===== src/rtl/midi_pkg.sv =====
// Shared definitions for the MIDI event recorder: status nibbles, record FSM
// states and the {note_on, note, delay} record packing used by the players.
package midi_pkg;

    localparam logic [3:0] NOTE_ON  = 4'h9;
    localparam logic [3:0] NOTE_OFF = 4'h8;
    localparam logic [7:0] RT_FIRST = 8'hF8;

    typedef enum logic [1:0] {
        IDLE  = 2'd0,
        REC   = 2'd1,
        FLUSH = 2'd2,
        DONE  = 2'd3
    } rec_state_t;

    // Records are packed MSB-first as {note_on, note, delay}; callers truncate to their width.
    function automatic logic [31:0] pack_record(input logic on, input logic [31:0] note,
                                                input logic [31:0] delay,
                                                input int note_bits, input int delay_bits);
        return ({31'd0, on} << (note_bits + delay_bits)) | (note << delay_bits) | delay;
    endfunction

    function automatic logic unpack_on(input logic [31:0] rec, input int note_bits,
                                       input int delay_bits);
        return rec[note_bits + delay_bits];
    endfunction

    function automatic logic [31:0] unpack_note(input logic [31:0] rec, input int note_bits,
                                                input int delay_bits);
        return (rec >> delay_bits) & ((32'd1 << note_bits) - 32'd1);
    endfunction

    function automatic logic [31:0] unpack_delay(input logic [31:0] rec, input int delay_bits);
        return rec & ((32'd1 << delay_bits) - 32'd1);
    endfunction

endpackage


===== src/rtl/midi_msg_parser.sv =====
// Single-channel MIDI note message parser with running status. Emits a
// combinational one-cycle event on the byte that completes a note message.
module midi_msg_parser
    import midi_pkg::*;
#(
    parameter int CHANNEL   = 0,
    parameter int NOTE_MIN  = 0,
    parameter int NOTE_BITS = 7
) (
    input  logic                 clk,
    input  logic                 reset,
    input  logic [7:0]           rx_data,
    input  logic                 rx_valid,
    output logic                 ev_valid,
    output logic                 ev_on,
    output logic [NOTE_BITS-1:0] ev_note
);

    localparam logic [3:0] CHAN_NIB = 4'(CHANNEL);

    logic       run_valid_r, run_valid_s;
    logic       run_on_r, run_on_s;
    logic       have_note_r, have_note_s;
    logic [6:0] note_r, note_s;
    logic [31:0] note_ext_s;
    logic       note_in_range_s;

    assign note_ext_s      = {25'd0, note_r};
    assign note_in_range_s = (note_ext_s >= 32'(NOTE_MIN)) &&
                             ((note_ext_s - 32'(NOTE_MIN)) < (32'd1 << NOTE_BITS));
    assign ev_note         = NOTE_BITS'(note_ext_s - 32'(NOTE_MIN));

    // Byte classification; realtime bytes leave a half-received message intact.
    always_comb begin
        run_valid_s = run_valid_r;
        run_on_s    = run_on_r;
        have_note_s = have_note_r;
        note_s      = note_r;
        ev_valid    = 1'b0;
        ev_on       = 1'b0;
        if (rx_valid) begin
            if (!rx_data[7]) begin
                if (run_valid_r && !have_note_r) begin
                    note_s      = rx_data[6:0];
                    have_note_s = 1'b1;
                end else if (run_valid_r) begin
                    have_note_s = 1'b0;
                    ev_valid    = note_in_range_s;
                    ev_on       = run_on_r && (rx_data[6:0] != 7'd0);
                end else begin
                    have_note_s = 1'b0;
                end
            end else if (rx_data >= RT_FIRST) begin
                run_valid_s = run_valid_r;
            end else if (((rx_data[7:4] == NOTE_ON) || (rx_data[7:4] == NOTE_OFF)) &&
                         (rx_data[3:0] == CHAN_NIB)) begin
                run_valid_s = 1'b1;
                run_on_s    = (rx_data[7:4] == NOTE_ON);
                have_note_s = 1'b0;
            end else begin
                run_valid_s = 1'b0;
                have_note_s = 1'b0;
            end
        end else begin
            ev_valid = 1'b0;
        end
    end

    // Parser state register.
    always_ff @(posedge clk) begin
        if (reset) begin
            run_valid_r <= 1'b0;
            run_on_r    <= 1'b0;
            have_note_r <= 1'b0;
            note_r      <= 7'd0;
        end else begin
            run_valid_r <= run_valid_s;
            run_on_r    <= run_on_s;
            have_note_r <= have_note_s;
            note_r      <= note_s;
        end
    end

endmodule


===== src/rtl/midi_event_recorder.sv =====
// Records a monophonic MIDI channel as {note_on, note, delay} records timed by
// the tempo tick, in the same format the channel players replay from ROM.
module midi_event_recorder
    import midi_pkg::*;
#(
    parameter int CHANNEL    = 0,
    parameter int NOTE_MIN   = 0,
    parameter int NOTE_BITS  = 7,
    parameter int DELAY_BITS = 12,
    parameter int ADDR_BITS  = 10
) (
    input  logic                            clk,
    input  logic                            reset,
    input  logic [7:0]                      rx_data,
    input  logic                            rx_valid,
    input  logic                            tick,
    input  logic                            arm,
    input  logic                            stop,
    output logic                            wr_en,
    output logic [ADDR_BITS-1:0]            wr_addr,
    output logic [NOTE_BITS+DELAY_BITS:0]   wr_data,
    output logic [ADDR_BITS-1:0]            msg_len,
    output logic                            recording,
    output logic                            full,
    output logic                            done
);

    localparam int REC_BITS = 1 + NOTE_BITS + DELAY_BITS;
    localparam logic [DELAY_BITS-1:0] DELAY_MAX = '1;
    localparam logic [ADDR_BITS-1:0]  LAST_ADDR = '1;

    rec_state_t             state_r, state_s;
    logic                   cur_on_r, cur_on_s;
    logic [NOTE_BITS-1:0]   cur_note_r, cur_note_s;
    logic [DELAY_BITS-1:0]  cnt_r, cnt_s;

    logic                   wr_en_s, recording_s, full_s, done_s;
    logic [ADDR_BITS-1:0]   wr_addr_s, msg_len_s;
    logic [REC_BITS-1:0]    wr_data_s;

    logic                   ev_valid_s, ev_on_s;
    logic [NOTE_BITS-1:0]   ev_note_s;
    logic                   close_s, write_s, cnt_max_s;
    logic [DELAY_BITS-1:0]  rec_delay_s;

    midi_msg_parser #(
        .CHANNEL  (CHANNEL),
        .NOTE_MIN (NOTE_MIN),
        .NOTE_BITS(NOTE_BITS)
    ) u_parser (
        .clk      (clk),
        .reset    (reset),
        .rx_data  (rx_data),
        .rx_valid (rx_valid),
        .ev_valid (ev_valid_s),
        .ev_on    (ev_on_s),
        .ev_note  (ev_note_s)
    );

    // Record FSM, tick counter and write-port decisions. The address bumps the
    // cycle after each write, so wr_addr_s is the address a write issued now carries.
    // After the write to the last address, wr_addr/msg_len wrap and full marks DEPTH records.
    always_comb begin
        state_s     = state_r;
        wr_addr_s   = wr_en ? (wr_addr + ADDR_BITS'(1)) : wr_addr;
        msg_len_s   = wr_en ? (msg_len + ADDR_BITS'(1)) : msg_len;
        full_s      = full;
        done_s      = done;
        cur_on_s    = cur_on_r;
        cur_note_s  = cur_note_r;
        cnt_s       = cnt_r;
        write_s     = 1'b0;
        rec_delay_s = cnt_r;
        cnt_max_s   = (cnt_r == DELAY_MAX);
        close_s     = ev_valid_s && (ev_on_s || (cur_on_r && (cur_note_r == ev_note_s)));
        case (state_r)
            IDLE, DONE: begin
                if (arm) begin
                    state_s    = REC;
                    wr_addr_s  = '0;
                    msg_len_s  = '0;
                    full_s     = 1'b0;
                    done_s     = 1'b0;
                    cur_on_s   = 1'b0;
                    cur_note_s = '0;
                    cnt_s      = '0;
                end else begin
                    state_s = state_r;
                end
            end
            REC: begin
                if (close_s) begin
                    write_s = 1'b1;
                    if (tick) begin
                        rec_delay_s = cnt_max_s ? DELAY_MAX : (cnt_r + DELAY_BITS'(1));
                        cnt_s       = cnt_max_s ? DELAY_BITS'(1) : '0;
                    end else begin
                        rec_delay_s = cnt_r;
                        cnt_s       = '0;
                    end
                    cur_on_s   = ev_on_s;
                    cur_note_s = ev_note_s;
                end else if (tick) begin
                    if (cnt_max_s) begin
                        write_s     = 1'b1;
                        rec_delay_s = DELAY_MAX;
                        cnt_s       = DELAY_BITS'(1);
                    end else begin
                        cnt_s = cnt_r + DELAY_BITS'(1);
                    end
                end else begin
                    cnt_s = cnt_r;
                end
                if (write_s && (wr_addr_s == LAST_ADDR)) begin
                    state_s = DONE;
                    full_s  = 1'b1;
                    done_s  = 1'b1;
                end else if (stop) begin
                    state_s = FLUSH;
                end else begin
                    state_s = REC;
                end
            end
            FLUSH: begin
                write_s     = 1'b1;
                rec_delay_s = cnt_r;
                state_s     = DONE;
                done_s      = 1'b1;
                full_s      = (wr_addr_s == LAST_ADDR);
            end
            default: begin
                state_s = IDLE;
            end
        endcase
        wr_en_s     = write_s;
        wr_data_s   = write_s ? REC_BITS'(pack_record(cur_on_r, 32'(cur_note_r),
                                                      32'(rec_delay_s), NOTE_BITS, DELAY_BITS))
                              : wr_data;
        recording_s = (state_s == REC);
    end

    // State and output registers.
    always_ff @(posedge clk) begin
        if (reset) begin
            state_r    <= IDLE;
            cur_on_r   <= 1'b0;
            cur_note_r <= '0;
            cnt_r      <= '0;
            wr_en      <= 1'b0;
            wr_addr    <= '0;
            wr_data    <= '0;
            msg_len    <= '0;
            recording  <= 1'b0;
            full       <= 1'b0;
            done       <= 1'b0;
        end else begin
            state_r    <= state_s;
            cur_on_r   <= cur_on_s;
            cur_note_r <= cur_note_s;
            cnt_r      <= cnt_s;
            wr_en      <= wr_en_s;
            wr_addr    <= wr_addr_s;
            wr_data    <= wr_data_s;
            msg_len    <= msg_len_s;
            recording  <= recording_s;
            full       <= full_s;
            done       <= done_s;
        end
    end

endmodule

===== config.mk =====
export PLATFORM = sky130hd
export DESIGN_NAME = midi_event_recorder
export DESIGN_NICKNAME = d
export VERILOG_FILES = /design/src/rtl/midi_pkg.sv /design/src/rtl/midi_msg_parser.sv /design/src/rtl/midi_event_recorder.sv
export SDC_FILE = /design/constraint.sdc
export NUM_CORES = 1
export LEC_CHECK = 0
export BUFFER_PORTS_ARGS = -buffer_cell sky130_fd_sc_hd__buf_2
export CORE_ASPECT_RATIO = 1.75
export CORE_MARGIN = 3
export CORE_UTILIZATION = 59
export CTS_BUF_LIST = sky130_fd_sc_hd__clkbuf_4 sky130_fd_sc_hd__clkbuf_8
export DETAILED_ROUTE_END_ITERATION = 8
export PLACE_DENSITY = 0.93
export SLEW_MARGIN = 10
export SYNTH_ARGS = -nofsm -noshare
export SYNTH_HDL_FRONTEND = slang
export SYNTH_SLANG_ARGS = --single-unit

===== constraint.sdc =====
create_clock -name clk -period 2.93 [get_ports clk]
set_input_delay 0.1465 -clock clk [delete_from_list [all_inputs] [get_ports clk]]
set_output_delay 0.1465 -clock clk [all_outputs]
set_load 0.1 [all_outputs]

==> metrics.md <==
| Metric | Value |
|---|---|
| CTS Buffer Depth | `2` |
| Worst EP required | `3220 ps` |
| Routed Antenna Nets | `0` |
| Pin count of the biggest net entering global routing | `57` |
| Post-synthesis sequential area ratio | `38.0%` |
| TritonCTS buffer count | `9` |
| Ant. Diodes | `0` |
| First-pass GRT wire length | `16.4 mm` |
| Port Buffers | `57` |
| Period Utilization, post-route | `88.3%` |
| Prevailing post-synth register cell | `dfxtp_1` |
| Syn avg cell area | `8.66 um^2` |
| DR pass1 iterations | `5` |
| Hold Crit Depth | `3` |
| Vias | `3,789` |
| Switching part of the total | `26.7%` |
| Crit path time final | `2590 ps` |
| Finished Cell Area | `4500 um^2` |
| I/O pin cnt | `58` |
| CTS tree | `built` |
| Pwr Density | `460 nW/um^2` |
| Kind of critical path | `flop to flop` |
| Total grt overflow | `0` |
| Hold_ws | `44.7 ps` |
| Hold violation count in the final report | `0` |
| Post-synth ARST share | `0%` |
| Relative slew slack | `31.5%` |
| Status | `complete, no violations` |
| Filler Cell Count | `526` |
| CP Data Arrival Time | `2880 ps` |
| Synthesized area | `4010 um^2` |
| Sequential share of power | `50.6%` |
| Routed wire length | `9.98 mm` |
| Initial Utilization | `61.3%` |
| Worst r2r path cells | `6` |
| CTS clk-pin slew, worst paths | `80 ps` |
| Final Net Count | `528` |
| RSZ-0062 raised after global routing | `false` |
| Syn Nets | `482` |
| P&R area growth vs syn | `12.3%` |
| Synth Instances | `463` |
| Share of layout cells above drive strength 1 | `19.6%` |
| Gr usage total | `27.0%` |
| DR WL/cell | `16.7 um` |
| Placer's final routability congestion estimate | `0.877` |
| Synthesized flop and latch total | `76` |
| Core Rows | `39` |
| CTS Root Cell | `clkbuf_8` |
| Clock share of power | `39.1%` |
| LEAKAGE | `1.71 nW` |
| VDD IR max | `0.000346 V` |
| Most frequent cells in the layout | `dfxtp_1, buf_2, nor2_1, a21oi_1, nand2_1` |
| Std-Cell Core Area | `6540 um^2` |
| Initial antenna violation count | `0` |
| CP endpoint kind | `flop` |
| Worst-skew pair later-pin latency | `360 ps` |
| Library cells used by synthesis | `70` |
| Worst Hold Class | `input pin to flop` |
| Fmax | `0.387 GHz` |
| CP max FO | `12` |
| Die Area | `7860 um^2` |
| Most common cell after layout, fill and taps aside | `dfxtp_1` |
| DRC Markers | `0` |
| DRT iter0 DRCs | `215` |
| Worst Tran Pin Value | `1030 ps` |
| Setup_tns | `0 ps` |
| Total Power | `2.07 mW` |
| R2R setup slack | `340 ps` |
| Die X | `68.3 um` |
| Final setup violation count | `0` |
| Crit path launch type | `flop` |
| DP HPWL | `7.07 mm` |
| Warnings from Yosys | `0` |
| Max-slew violations | `0` |
| Die Y | `115 um` |
| Internal Power | `1.52 mW` |
| Post-synth EDFFs | `0` |
| Switch Pwr | `0.554 mW` |
| Via/cell ratio | `6.36` |
| CTS H-tree lvls | `3` |
| Layout Skew | `9.47 ps` |
| Max_cap viols | `0` |
| CTS Sinks | `76` |
| Post-DP Area | `4300 um^2` |
| Vias in the first global route | `3,677` |
| Logic pwr share | `10.4%` |
==> final timing paths <==
kind | startpoint | to
setup / recovery | wr_addr[2]$_SDFF_PP0_ | recording$_SDFF_PP0_
hold / removal | rx_data[0] | u_parser.note_r[0]$_SDFFE_PP0P_
setup reg to reg | wr_addr[2]$_SDFF_PP0_ | recording$_SDFF_PP0_
hold reg to reg | wr_data[6]$_SDFFE_PP0P_ | wr_data[6]$_SDFFE_PP0P_
==> repair_timing <==
action                    4_1_cts  5_1_grt
hold endpoints to repair        1        0
setup buffers                   0        0
resized for setup               0        0
hold buffers                    1        0
==> flip-flops by register name (all words and copies together), names as in the netlist, 2 cells and up <==
| register | count |
|---|---|
| wr_data | 20 |
| cnt_r | 12 |
| msg_len | 10 |
| wr_addr | 10 |
| cur_note_r | 7 |
| u_parser.note_r | 7 |
| state_r | 2 |
==> metrics by stage <==
step | utilization (%) | setup slack, ps | instances
after floorplan | - | 49.7 | 463
after CTS | 68.8 | 385 | 596
after global routing | 68.8 | 121 | 596
final | 68.8 | 343 | 596
after global placement | 65.7 | 499 | 579
after detailed placement | 65.7 | 422 | 579
==> cells by family after synthesis <==
family | Yosys count | synth area share, %
and+or+nand+nor | 167 | 22.2
AOI/OAI and AO/OA | 137 | 24.9
DFF | 76 | 38.0
buffers and inverters | 41 | 4.81
xor gates and xnor gates | 20 | 4.37
muxes | 17 | 4.25
adders and majority gates | 5 | 1.56
==> synth_stat cells (all sizes together) (9+ instances only) <==
library cell | n | area share, %
dfxtp | 76 | 38
nor2 | 47 | 4.5
a21oi | 42 | 5.5
nand2 | 38 | 3.6
o21ai | 29 | 3.8
clkbuf | 17 | 1.6
mux2i | 17 | 4.2
nand4 | 14 | 2.2
inv | 13 | 1.2
buf | 11 | 2.0
xnor2 | 11 | 2.4
a31oi | 10 | 1.6
nand2b | 10 | 1.6
nand3 | 9 | 1.1
xor2 | 9 | 2.0
==> area by class of cell <==
cell class | count | area [um^2] | share of cell area, %
Sequential cell | 76 | 1520 | 33.8
Tap cell | 82 | 103 | 2.28
Clock buffer | 12 | 146 | 3.25
Clock inverter | 4 | 50.0 | 1.11
Multi-Input combinational cell | 346 | 2300 | 51.1
Timing Repair Buffer | 63 | 333 | 7.39
Inverter | 13 | 48.8 | 1.08
==> routing by layer <==
metal,vias to the layer above,GRT usage (%),part of all wire (%)
li1,1803,-,-
met1,1805,30.7,39
met2,145,44.7,52
met3,36,6.65,5.0
met4,0,15.7,3.5
met5,-,0,0
==> worst max-delay path, stage by stage, from the launching register on <==
cell and delay (ps):
dfxtp_1 480, nand4_1 470, o211a_1 370, a211oi_1 500, nor4_4 150, a2111o_1 460
o211ai_2 80
==> power groups by stage <==
stage	logic [mW]	clock network, mW	registers, mW
after detailed placement	0.209	0	1.07
after global placement	0.205	0	1.07
final	0.215	0.810	1.05
after floorplan	0.119	0	1.11
after CTS	0.212	0.819	1.05
after global routing	0.232	0.856	1.05
Note: power is estimated with default switching activity, not from simulation.
